## src/rtl/stream_demux_pkg.sv

```systemverilog
// Shared definitions for the streaming demultiplexer: default sizes,
// slot state encoding and the select-width helper.
package stream_demux_pkg;

    localparam int DEF_NCH = 4;
    localparam int DEF_DW  = 8;

    // One-entry slot: either holding a beat or not.
    typedef enum logic {
        ST_EMPTY = 1'b0,
        ST_FULL  = 1'b1
    } slot_state_e;

    // Select width for n channels; never narrower than one bit.
    function automatic int sel_width(input int n);
        return (n <= 1) ? 1 : $clog2(n);
    endfunction

endpackage

```

## src/rtl/stream_demux_slot.sv

```systemverilog
// One-entry output register for a single demux channel. Loads when the
// top-level routes a beat here and empties when the consumer takes it;
// a load on the draining cycle keeps it full for 1 beat/cycle throughput.
module stream_demux_slot
    import stream_demux_pkg::*;
#(
    parameter int DW = DEF_DW
) (
    input  logic          clk,
    input  logic          rst_n,
    input  logic          i_load,
    input  logic [DW-1:0] i_data,
    input  logic          i_ready,
    output logic          o_valid,
    output logic [DW-1:0] o_data
);

    slot_state_e   r_state;
    logic          r_valid;
    logic [DW-1:0] r_data;

    // Slot FSM; valid is registered so m_ready never reaches it combinationally.
    always_ff @(posedge clk or negedge rst_n) begin
        if (!rst_n) begin
            r_state <= ST_EMPTY;
            r_valid <= 1'b0;
            r_data  <= '0;
        end else begin
            case (r_state)
                ST_EMPTY: begin
                    if (i_load) begin
                        r_state <= ST_FULL;
                        r_valid <= 1'b1;
                        r_data  <= i_data;
                    end
                end
                ST_FULL: begin
                    if (i_load) begin
                        // Top only loads a full slot when it is also draining.
                        r_state <= ST_FULL;
                        r_valid <= 1'b1;
                        r_data  <= i_data;
                    end else if (i_ready) begin
                        r_state <= ST_EMPTY;
                        r_valid <= 1'b0;
                    end
                end
                default: begin
                    r_state <= ST_EMPTY;
                    r_valid <= 1'b0;
                end
            endcase
        end
    end

    assign o_valid = r_valid;
    assign o_data  = r_data;

endmodule

```

## src/rtl/stream_demux.sv

```systemverilog
// 1-to-NCH streaming demultiplexer with per-channel one-entry slots,
// back-pressure, out-of-range drop and a saturating drop counter.
// Optional broadcast input enabled by defining STREAM_DEMUX_BROADCAST_EN.
module stream_demux
    import stream_demux_pkg::*;
#(
    parameter  int NCH  = DEF_NCH,
    parameter  int DW   = DEF_DW,
    parameter  int CNTW = 8,
    localparam int SW   = sel_width(NCH)
) (
    input  logic              clk,
    input  logic              rst_n,
    input  logic              s_valid,
    output logic              s_ready,
    input  logic [DW-1:0]     s_data,
    input  logic [SW-1:0]     s_sel,
`ifdef STREAM_DEMUX_BROADCAST_EN
    input  logic              s_bcast,
`endif
    output logic [NCH-1:0]    m_valid,
    input  logic [NCH-1:0]    m_ready,
    output logic [NCH*DW-1:0] m_data,
    output logic              drop_pulse,
    output logic [CNTW-1:0]   drop_cnt
);

    logic [NCH-1:0]  w_ch_free;
    logic [NCH-1:0]  w_load;
    logic            w_sel_free;
    logic            w_in_range;
    logic            w_bcast;
    logic            w_accept;
    logic            w_drop;
    logic            r_drop_pulse;
    logic [CNTW-1:0] r_drop_cnt;

`ifdef STREAM_DEMUX_BROADCAST_EN
    assign w_bcast = s_bcast;
`else
    assign w_bcast = 1'b0;
`endif

    // A slot can take a beat if it is empty or is being drained this cycle.
    assign w_ch_free  = ~m_valid | m_ready;
    assign w_in_range = (32'(s_sel) < 32'(NCH));

    // Free flag of the selected channel; out-of-range selects are always free.
    always_comb begin
        w_sel_free = 1'b1;
        for (int i = 0; i < NCH; i++) begin
            if (32'(s_sel) == i) w_sel_free = w_ch_free[i];
        end
    end

    assign s_ready  = w_bcast ? (&w_ch_free) : w_sel_free;
    assign w_accept = s_valid && s_ready;
    assign w_drop   = w_accept && !w_bcast && !w_in_range;

    // Per-channel load strobes: addressed channel, or all on broadcast.
    always_comb begin
        w_load = '0;
        for (int i = 0; i < NCH; i++) begin
            w_load[i] = w_accept && (w_bcast || (w_in_range && (32'(s_sel) == i)));
        end
    end

    genvar g;
    generate
        for (g = 0; g < NCH; g++) begin : g_slot
            stream_demux_slot #(.DW(DW)) u_slot (
                .clk     (clk),
                .rst_n   (rst_n),
                .i_load  (w_load[g]),
                .i_data  (s_data),
                .i_ready (m_ready[g]),
                .o_valid (m_valid[g]),
                .o_data  (m_data[g*DW +: DW])
            );
        end
    endgenerate

    // Drop pulse and saturating drop counter.
    always_ff @(posedge clk or negedge rst_n) begin
        if (!rst_n) begin
            r_drop_pulse <= 1'b0;
            r_drop_cnt   <= '0;
        end else begin
            r_drop_pulse <= w_drop;
            if (w_drop && (r_drop_cnt != {CNTW{1'b1}})) begin
                r_drop_cnt <= r_drop_cnt + 1'b1;
            end
        end
    end

    assign drop_pulse = r_drop_pulse;
    assign drop_cnt   = r_drop_cnt;

endmodule

```

## config.mk

```make
export PLATFORM = sky130hd
export DESIGN_NAME = stream_demux
export DESIGN_NICKNAME = d
export VERILOG_FILES = /design/src/rtl/stream_demux_pkg.sv /design/src/rtl/stream_demux_slot.sv /design/src/rtl/stream_demux.sv
export SDC_FILE = /design/constraint.sdc
export NUM_CORES = 1
export LEC_CHECK = 0
export ABC_AREA = 1
export BUFFER_PORTS_ARGS = -buffer_cell sky130_fd_sc_hd__buf_4
export CORE_AREA = 2 2 75 59
export CTS_BUF_LIST = sky130_fd_sc_hd__clkbuf_16
export CTS_CLUSTER_SIZE = 28
export DETAILED_ROUTE_END_ITERATION = 8
export DIE_AREA = 0 0 77 61
export PLACE_DENSITY = 0.77
export SKIP_CTS_REPAIR_TIMING = 1
export SLEW_MARGIN = 20
export SYNTH_ARGS = -nofsm -noshare
export SYNTH_HDL_FRONTEND = slang
export SYNTH_SLANG_ARGS = --single-unit
```

## constraint.sdc

```tcl
create_clock -name clk -period 3.85 [get_ports clk]
set_clock_uncertainty 0.15 [all_clocks]
set_input_delay 0.5775 -clock clk [delete_from_list [all_inputs] [get_ports clk]]
set_output_delay 0.5775 -clock clk [all_outputs]
set_load 0.02 [all_outputs]
```

## After elaboration in Yosys (flattened, before gate mapping)

Index checks and enable logic that the tools add are counted.

| storage, ports and cells | value |
|---|---|
| output and inout bits | 46 |
| bits in registers | 40 |
| logic and storage cells | 79 |

| cells by class | value |
|---|---|
| equality and inequality tests | 11 |
| bitwise logic cells | 6 |
| mux-type cells | 40 |
| reduce and logical (&&, ||, !) cells | 10 |

Operators by type and width:

| kind | number |
|---|---|
| two-way mux 8 bit | 4 |
| two-way mux 1 bit | 28 |
| one-hot mux 1 bit (2 select lines) | 8 |
| != test 3 x 2 -> 1 bit (second input constant) | 4 |
| != test 2 x 1 -> 1 bit (second input constant) | 4 |
| AND reduction 2 bit | 4 |
| logical AND 1 bit | 5 |
| == test 2 bit (second input constant) | 2 |
| NOT 1 bit | 4 |
| NOT 4 bit | 1 |
| OR 4 bit | 1 |
| == test 2 x 1 -> 1 bit (second input constant) | 1 |
| zero test 2 bit | 1 |

## Longest topological paths before layout

Gate-level depths: netlist of run 1.

| logic depth | value |
|---|---|
| depth in word-level cells | 10 |
| mapped depth | 8 |
| gate-level depth less buffers | 8 |

## Modules after synthesis

A second synthesis of run 1 with hierarchy kept.

| second synthesis, totals | value |
|---|---|
| cell total of the unflattened synthesis | 200 |
| area total of the unflattened synthesis | 1687.9 um2 |

By module, submodules not included:

| module | area an instance (um2) | cells an instance | times used | seq. area each (um2) |
|---|---|---|---|---|
| stream_demux_slot | 375.4 | 41 | 4 | 250.2 |
| stream_demux | 186.4 | 36 | 1 | 0.0 |

## Worst setup path before layout of run 1

No wires, ideal clock.

| timing | value |
|---|---|
| path type | input -> output |
| start | in s_sel[0] |
| end | out s_ready |
| setup slack | 1836 ps |
| required time | 3122 ps |
| cell stages on the path | 5 |
| data arrival time | 1287 ps |
| path buffers | 1 |
| cell sequence | nor2_2 nand2_2 nand3_2 nor2_4 buf_6 |

| on the way | value |
|---|---|
| cells in the longest elaborated chain, start to end | 5 |

RTL lines:

| what | line | RTL |
|---|---|---|
| start: declaration | stream_demux.sv:17 | `input logic [SW-1:0] s_sel,` |
| zero test 2 bit | stream_demux.sv:52 | `if (32'(s_sel) == i) w_sel_free = w_ch_free[i];` |
| two-way mux 1 bit (3 in series) | stream_demux.sv:52 |  |
| two-way mux 1 bit (*) | stream_demux.sv:52 |  |
| end: declaration | stream_demux.sv:15 | `output logic s_ready,` |

Mark *: on every way between the ends. The rest lies on a longest branch, timed or not.

## Worst setup path in the final report of run 1

| timing | value |
|---|---|
| start | in s_sel[1] |
| end | out s_ready |

Same word-level chain as after synthesis.

==> metrics.txt, run 1 <==
Worst VDD drop 0.304 mV; most frequent cells in the layout nand2_1, buf_4, dfrtp_1, nand4_1; Sink Count 40; DIE WIDTH just under 80 um; WP buf/inv 3; # rows 20; Final GP Congestion between 0.8 and 0.9; Pleak about 0.0013 uW; Power Dens Cells between 500 and 600 nW/um^2; Core Region between 3000 and 4000 um^2; Tot Pwr between 1000 and 1500 uW; Max Slew Vio Count 0; Via density ~5.0; Tot GR Track Use 20.2%; via count ~1.5k; Post-synth EDFFs 0; clock latency on the worst-skew pair between 0.2 and 0.3 ns; drt drc 0; Reg-to-Reg Start g_slot[0].u_slot.o_valid; Worst path max stage delay 0.50 ns; CP Max Fanout 33; min Tclk post-route between 2 and 3 ns; share of cells above drive strength 1 between 30% and 40%; Wirelength per Cell ~14 um; syn avg cell area between 9 and 10 um^2; first-pass GRT wire length around 7100 um; startpoint types input pin; first drt pass iteration count 4; Worst EP arrival between 1.5 and 2 ns; Filler cells ~370; slowest cell on the critical path nor2_4; Synthesis Warnings 0; delay-heaviest family, CP simple AND/OR/NAND/NOR gates; clock root cell clkbuf_16; antenna violations before repair 0; max-cap violations 0; required time worst endpoint between 3 and 4 ns; measured slew at the worst slew-check pin around 0.63 ns; area growth from synthesis to layout 24.7%; Final Worst Setup Slack approximately 1.3 ns; # IOs 63; H-tree depth 2; clock transition at the registers of the reported paths 0.05 ns; antenna violation net count after detailed routing 0; largest net degree at the start of global routing 41; R2R Setup Slk approximately 2.1 ns; status completed; setup tns final 0 ns; Worst Hold Class in -> async; final setup vio count 0; FMAX just under 0.4 GHz; Post-synth ARST share 100%; worst rel slew slack roughly 58%; critical path type in -> out; CTS tree done; n_diodes 0; CP cell instances buf_4 -> inv_2 -> nor2_4 -> nand2_1 -> nand3_2 -> nor2_4 -> buf_4; Final Hold Fails 0; Synth cell types 20; global route total overflow 0; post-synthesis cell count 204; Post-synth top flop dfrtp_1; Initial Util approximately half; Die Y between 60 and 70 um; CP Capture Type primary output; Yosys reg bits 40; sequential element share of the synthesized area about 52%; number of global-route vias before repair around 1.5k; nets@finish 269; period utilisation layout around two thirds; synthesized area approximately 1900 um^2; RSZ-0062 raised after global routing false; commonest non-fill, non-tap cell in the layout nand2_1; Buffers on Ports 53; CTS Buf Count 5; final WL roughly 4300 um; Max clock buf depth 2; HPWL Detailed 3040 um; Crit Reg-Reg Endpoint g_slot[1].u_slot.o_data[0]; Starting DRT DRC Count 47; R2R depth 7; pre-CTS setup slack ~1.3 ns; full die area around 4700 um^2
-- cell families (layout without fill, tap and decap cells) --
family	after synthesis	after routing	share of synthesized area, %
AOI/OAI and AO/OA	6	6	1.57
and+or+nand+nor	124	124	35.3
other	1	9	0.197
buffers and inverters	33	71	10.5
DFF	40	40	52.5
-- area by class of cell --
cell class | count | area [um^2] | share of cell area [%]
Multi-Input combinational cell | 139 | 737 | 31.0
Sequential cell | 40 | 1000 | 42.1
Clock buffer | 5 | 125 | 5.26
Timing Repair Buffer | 53 | 398 | 16.7
Inverter | 13 | 48.8 | 2.05
Tap cell | 55 | 68.8 | 2.89
-- flip-flops by register name (all words and copies together) (netlist names) --
signal	flops
g_slot.u_slot.o_data	32
g_slot.u_slot.o_valid	4
g_slot.u_slot.r_state	4
-- power by group --
part / total, uW / internal (uW) / switching, uW
logic: 464 / 181 / 284
registers: 575 / 518 / 57.4
clock network: 371 / 229 / 143
total: 1410 / 927 / 484
-- synthesized netlist by cell type, types with 2 or more instances --
cell type / count / share of area, %
buf_2: 4 / 1.0
buf_4: 13 / 5.1
buf_6: 3 / 1.8
dfrtp_1: 40 / 52
inv_1: 9 / 1.8
inv_2: 3 / 0.59
nand2_1: 75 / 15
nand2_2: 3 / 0.98
nand4_1: 32 / 10
nand4_4: 4 / 4.5
nor2_1: 3 / 0.59
nor2_2: 2 / 0.66
nor2_4: 3 / 1.8
o21ai_1: 4 / 1.0
-- how the worst max path moves through the flow --
stage | startpoint | endpoint | slack (ns) | depth (start not counted)
after CTS | s_sel[1] | s_ready | 1.32 | 7
after global routing | s_sel[1] | s_ready | 1.20 | 7
after floorplan | s_sel[0] | s_ready | 1.84 | 5
after global placement | s_sel[1] | s_ready | 1.39 | 7
final | s_sel[1] | s_ready | 1.31 | 7
after detailed placement | s_sel[1] | s_ready | 1.32 | 7
-- metrics by stage --
step	area [um^2]	hold WS, ns	util, %	instances
3_3_place_gp	2250	0.308	57.0	300
2_1_floorplan	1940	0.132	-	212
4_1_cts	2380	0.141	60.2	305
6_report	2380	0.117	60.2	305
3_5_place_dp	2250	0.312	57.0	300
5_1_grt	2380	0.159	60.2	305
-- metal layers --
metal | part of all wire (%) | GRT usage [%] | wire (um) | up-vias
met5 | 0 | 0 | 0 | -
met3 | 7.6 | 5.51 | 324 | 9
met2 | 45 | 31.3 | 1920 | 53
met4 | 1.3 | 8.42 | 56 | 0
met1 | 46 | 27.4 | 1950 | 709
li1 | - | - | - | 754
Power figures use the tool's default switching activity.
==> run 2: changes to the inputs <==
clock period = 2.47 ns   (was 3.85 ns; I/O delays follow)
==> run 2 against run 1 <==
Effect of this change:
- routed wire length up 2.0%
- die area unchanged
- cell count rose by 1.3%
- worst hold slack got worse by 0.0076 ns
- final area rose by 2.1%
- utilization grew 1.2 points
- global-route usage down 0.69 points
- clock power rose by 91%
- critical path type is now reg -> out
- critical endpoint unchanged
- largest cell class unchanged
- largest power group unchanged
- highest routed layer unchanged
==> metrics.txt, run 2 (synthesis results as in run 1) <==
CP cell instances inv_1 -> nor2_1 -> nand2_1 -> nand3_2 -> nor2_4 -> buf_4; # IOs 63; delay-heaviest family, CP simple AND/OR/NAND/NOR gates; register area around 1000 um^2; WP buf/inv 2; RSZ-0062 raised after global routing false; Worst VDD drop 0.515 mV; final setup vio count 0; R2R Setup Slk 0.72 ns; H-tree depth 2; period utilisation layout ~92%; setup tns final 0 ns; final hold slack about 0.11 ns; Max Slew Vio Count 0; worst rel slew slack around 57%; Largest register FFs 32; via count ~1.6k; # rows 20; Sink Count 40; Buffers on Ports 53; clock root cell clkbuf_16; Starting DRT DRC Count 70; Filler cells 369; Via density about 5.1; nets@finish 270; measured slew at the worst slew-check pin about 0.65 ns; max-cap violations 0; n_diodes 0; clock latency on the worst-skew pair around 0.28 ns; global route total overflow 0; status completed; commonest non-fill, non-tap cell in the layout nand2_1; Power Dens Cells 963 nW/um^2; Layout Utilization roughly 61%; pre-CTS setup slack 0.365 ns; area growth from synthesis to layout 27.2%; min Tclk post-route 2.28 ns; Final Worst Setup Slack around 0.2 ns; critical path type reg -> out; antenna violation net count after detailed routing 0; Die Y ~61 um; drt drc 0; clock transition at the registers of the reported paths about 0.05 ns; CP Max Fanout 33; first drt pass iteration count 4; Final GP Congestion around 0.76; Wirelength per Cell 14.0 um; FMAX approximately 0.44 GHz; Tot GR Track Use about a fifth; final WL around 4300 um; most frequent cells in the layout nand2_1, buf_4, dfrtp_1, nand4_1, inv_1; Worst EP arrival about 1.8 ns; Core Region ~4000 um^2; CTS Buf Count 5; Worst path max stage delay approximately 0.5 ns; share of cells above drive strength 1 30.3%; full die area around 4700 um^2; CP Capture Type primary output; Pleak 0.00129 uW; Final Hold Fails 0; Tot Pwr around 2300 uW; antenna violations before repair 0; Worst Hold Class in -> reg; slowest cell on the critical path nor2_4; first-pass GRT wire length around 6900 um; largest net degree at the start of global routing slightly above 40; Multi-input gate area 737 um^2; DIE WIDTH 77 um; Max clock buf depth 2; Initial Util about half; required time worst endpoint around 2.0 ns; number of global-route vias before repair 1436; startpoint types flop; HPWL Detailed between 3000 and 4000 um; CTS tree done
## run 2: cell types whose count changed in the layout (fill, tap and decap cells not counted)
cell	previous run	this run
clkinv_2	0	1
bufinv_16	0	1
inv_1	9	10
dlygate4sd3_1	0	1
## run 2: report_power, final
part / leakage (uW) / switching (uW) / total [uW] / internal [uW]
sequential: 0.000494 / 92.4 / 899 / 807
clock: 0.0000850 / 240 / 710 / 470
combinational: 0.000707 / 445 / 727 / 282
## run 2: worst register-to-register path, stage by stage (launching register included)
cell and delay (ns):
dfrtp_1 0.40, inv_1 0.07, nor2_1 0.05, nand2_1 0.10
nand3_2 0.09, nor2_4 0.51, nand4_1 0.21, nand2_1 0.12
## run 2: per-stage QoR
stage               cell area, um^2  cells
floorplan                      1940    212
global placement               2250    300
detailed placement             2250    300
CTS                            2420    308
global route                   2430    309
finish                         2430    309
## run 2: final timing paths
kind                                            start                          to  depth (start not counted)
max                          g_slot[2].u_slot.o_valid                     s_ready                          6
min                                        m_ready[3]    g_slot[3].u_slot.r_state                          2
max reg2reg                  g_slot[2].u_slot.o_valid  g_slot[2].u_slot.o_data[3]                          7
min reg2reg                g_slot[0].u_slot.o_data[2]  g_slot[0].u_slot.o_data[2]                          2
max in group asynchronous                       rst_n    g_slot[2].u_slot.o_valid                          2
min in group asynchronous                       rst_n  g_slot[1].u_slot.o_data[4]                          2
## run 2: layer usage
metal,vias to the layer above,wire (um),GRT usage (%)
li1,753,-,-
met1,753,2010,27.0
met2,53,1960,29.3
met3,12,282,5.06
met4,0,81,9.18
met5,-,0,0
## run 2: final cells by class
| type | instances | area share [%] |
|---|---|---|
| Timing Repair Buffer | 54 | 16.8 |
| Clock inverter | 3 | 1.60 |
| Tap cell | 55 | 2.84 |
| Multi-Input combinational cell | 139 | 30.4 |
| Clock buffer | 5 | 5.15 |
| Sequential cell | 40 | 41.2 |
| Inverter | 13 | 2.01 |
==> run 3: changes to the inputs <==
ABC_AREA = 0   (was 1)
CORE_AREA = 2 2 73 58   (was 2 2 75 59)
DIE_AREA = 0 0 75 60   (was 0 0 77 61)
PLACE_DENSITY = 0.76   (was 0.77)
==> run 3 against run 2 <==
Effect of this change:
- setup slack gained 0.33 ns
- clock power shrank 0.7%
- die area shrank 4.2%
- combinational power grew 7.8%
- cell count shrank 27%
- clock-buffer cell count is the same
- critical path depth shrank 3
- flip-flop and latch count is the same
- first-iteration DRC count shrank 10%
==> metrics.txt, run 3 <==
Tot GR Track Use 16.8%; CTS tree done; Synth top cells by count dfrtp_1, mux2_4, buf_4; via count around 1.1k; Combinational Power Share approximately a third; top cell type's share of synthesized area between 50% and 60%; antenna violations before repair 0; top-count cell post-synth dfrtp_1; Worst path max stage delay about 0.52 ns; syn avg cell area 15.3 um^2; measured slew at the worst slew-check pin ~0.65 ns; Core Region approximately 3800 um^2; CTS Buf Count 5; CP cell instances nand2b_1 -> mux4_1 -> buf_4; Max clock buf depth 2; Wirelength per Cell 15.1 um; most frequent cells in the layout buf_4, dfrtp_1, mux2_4, conb_1, mux2_2; Synthesis Warnings 0; antenna violation net count after detailed routing 0; Area after DPL 2140 um^2; first-pass GRT wire length between 5000 and 6000 um; Power Dens Cells 1040 nW/um^2; required time worst endpoint ~2.0 ns; Worst Hold Class in -> reg; Synth cell types 17; synthesized area about 1800 um^2; Cell Int Power approximately 1700 uW; commonest non-fill, non-tap cell in the layout buf_4; period utilisation layout between 70 and 80%; Hold Startpoint m_ready[0]; Post-synth top flop dfrtp_1; slowest cell on the critical path mux4_1; # rows 20; Final Hold Fails 0; post-synthesis cell count between 100 and 150; Post-synth EDFFs 0; Initial Util a little under half; CP Capture Type primary output; hold endpoint g_slot[0].u_slot.r_state; area growth from synthesis to layout 30.3%; clock root cell clkbuf_16; clock latency on the worst-skew pair roughly 0.28 ns; drt drc 0; critical path type reg -> out; Buffers on Ports 53; FMAX just over 0.5 GHz; Pleak ~0.0012 uW; R2R depth 3; largest net degree at the start of global routing between 40 and 50; leading area contributor after synthesis dfrtp_1; global route total overflow 0; Filler cells around 310; Reg-to-Reg Start g_slot[2].u_slot.o_valid; Post-synth ARST share between 90% and 100%; Worst VDD drop 0.545 mV; Sink Count 40; startpoint types flop; worst rel slew slack about 57%; Finished Cell Area roughly 2300 um^2; Clock Power Share 29.2%; nets@finish around 190; Starting DRT DRC Count 63; synth top area cells dfrtp_1, mux2_4, buf_4; number of global-route vias before repair about 1.1k; sequential element share of the synthesized area between 50% and 60%; Yosys reg bits 40; share of cells above drive strength 1 a little under three fifths; Seq pwr share between 30% and 40%; min Tclk post-route between 1.5 and 2 ns; CP Max Fanout 3; first drt pass iteration count 4; Worst EP arrival ~1.4 ns; status completed; setup tns final 0 ns; max-cap violations 0; Final GP Congestion 0.690; clock transition at the registers of the reported paths 0.06 ns; final setup vio count 0; Min-Delay Path Depth 2; H-tree depth 2; final WL between 3000 and 4000 um; Die Y approximately 60 um; Largest register FFs 32; Via density about 4.7; sw power 714 uW; Crit Reg-Reg Endpoint g_slot[2].u_slot.o_data[7]; Switching Fraction 29.6%; RSZ-0062 raised after global routing false; # IOs 63; n_diodes 0; Max Slew Vio Count 0; full die area ~4500 um^2; DIE WIDTH about 75 um; R2R Setup Slk ~0.73 ns
-- run 3: changes by cell type after synthesis, moves of 5 or more --
| cell | change |
|---|---|
| inv_1 | -5 |
| nand2_1 | -69 |
| nand4_1 | -32 |
| mux2_2 | +8 |
| mux2_4 | +24 |
-- run 3: area by class of cell --
cell class              instances  area [um^2]  area share, %
flip-flops and latches         40         1000           43.2
well taps                      55         68.8           2.97
clock inverters                 3         37.5           1.62
clock buffers                   5          125           5.40
inverters                       4         15.0          0.648
multi-input cells              64          661           28.5
repair buffers                 54          408           17.6
-- run 3: cells by family (layout without fill, tap and decap cells) --
| logic type | Yosys count | after routing | share of synthesized area, % |
|---|---|---|---|
| flip-flops | 40 | 40 | 56.3 |
| buffers and inverters | 20 | 66 | 8.23 |
| AND/OR/NAND/NOR | 15 | 15 | 5.49 |
| other | 1 | 9 | 0.211 |
| multiplexers | 33 | 33 | 26.8 |
| AO/OA/AOI/OAI | 7 | 7 | 2.96 |
-- run 3: layer usage --
metal / vias to the layer above / share of wire (%) / global-route usage [%]
li1: 478 / - / -
met1: 519 / 45 / 22.0
met2: 49 / 45 / 25.6
met3: 6 / 8.6 / 7.25
met4: 0 / 1.2 / 4.59
met5: - / 0 / 0
-- run 3: worst max path at each step --
stage / slack (ns) / depth (start not counted) / start / end
detailed placement: 0.62 / 4 / m_ready[0] / s_ready
CTS: 0.52 / 3 / g_slot[0].u_slot.o_valid / s_ready
global route: 0.47 / 3 / g_slot[2].u_slot.o_valid / s_ready
finish: 0.52 / 3 / g_slot[0].u_slot.o_valid / s_ready
floorplan: 0.83 / 2 / m_ready[0] / s_ready
global placement: 0.62 / 4 / m_ready[2] / g_slot[2].u_slot.o_data[7]
-- run 3: critical path, delay by kind of cell, from the launching register on --
kind	cells	cell delay, ns
muxes	1	0.52
DFF	1	0.36
buffers and inverters	1	0.18
and+or+nand+nor	1	0.09
-- run 3: power by group through the flow --
stage / combinational [uW] / clock, uW / sequential, uW
after floorplan: 315 / 0 / 1090
after global placement: 775 / 0 / 930
after detailed placement: 791 / 0 / 936
after CTS: 793 / 718 / 929
after global routing: 830 / 751 / 948
final: 784 / 705 / 926
-- run 3: per-stage QoR --
stage	utilization, %	hold WS [ns]	power [uW]	instances	worst slack (ns)
finish	60.5	0.160	2410	225	0.523
global route	60.5	0.163	2530	225	0.475
CTS	60.2	-0.0692	2440	224	0.521
detailed placement	56.0	0.224	1730	216	0.618
global placement	56.0	0.212	1700	216	0.615
floorplan	-	-0.0751	1410	124	0.835
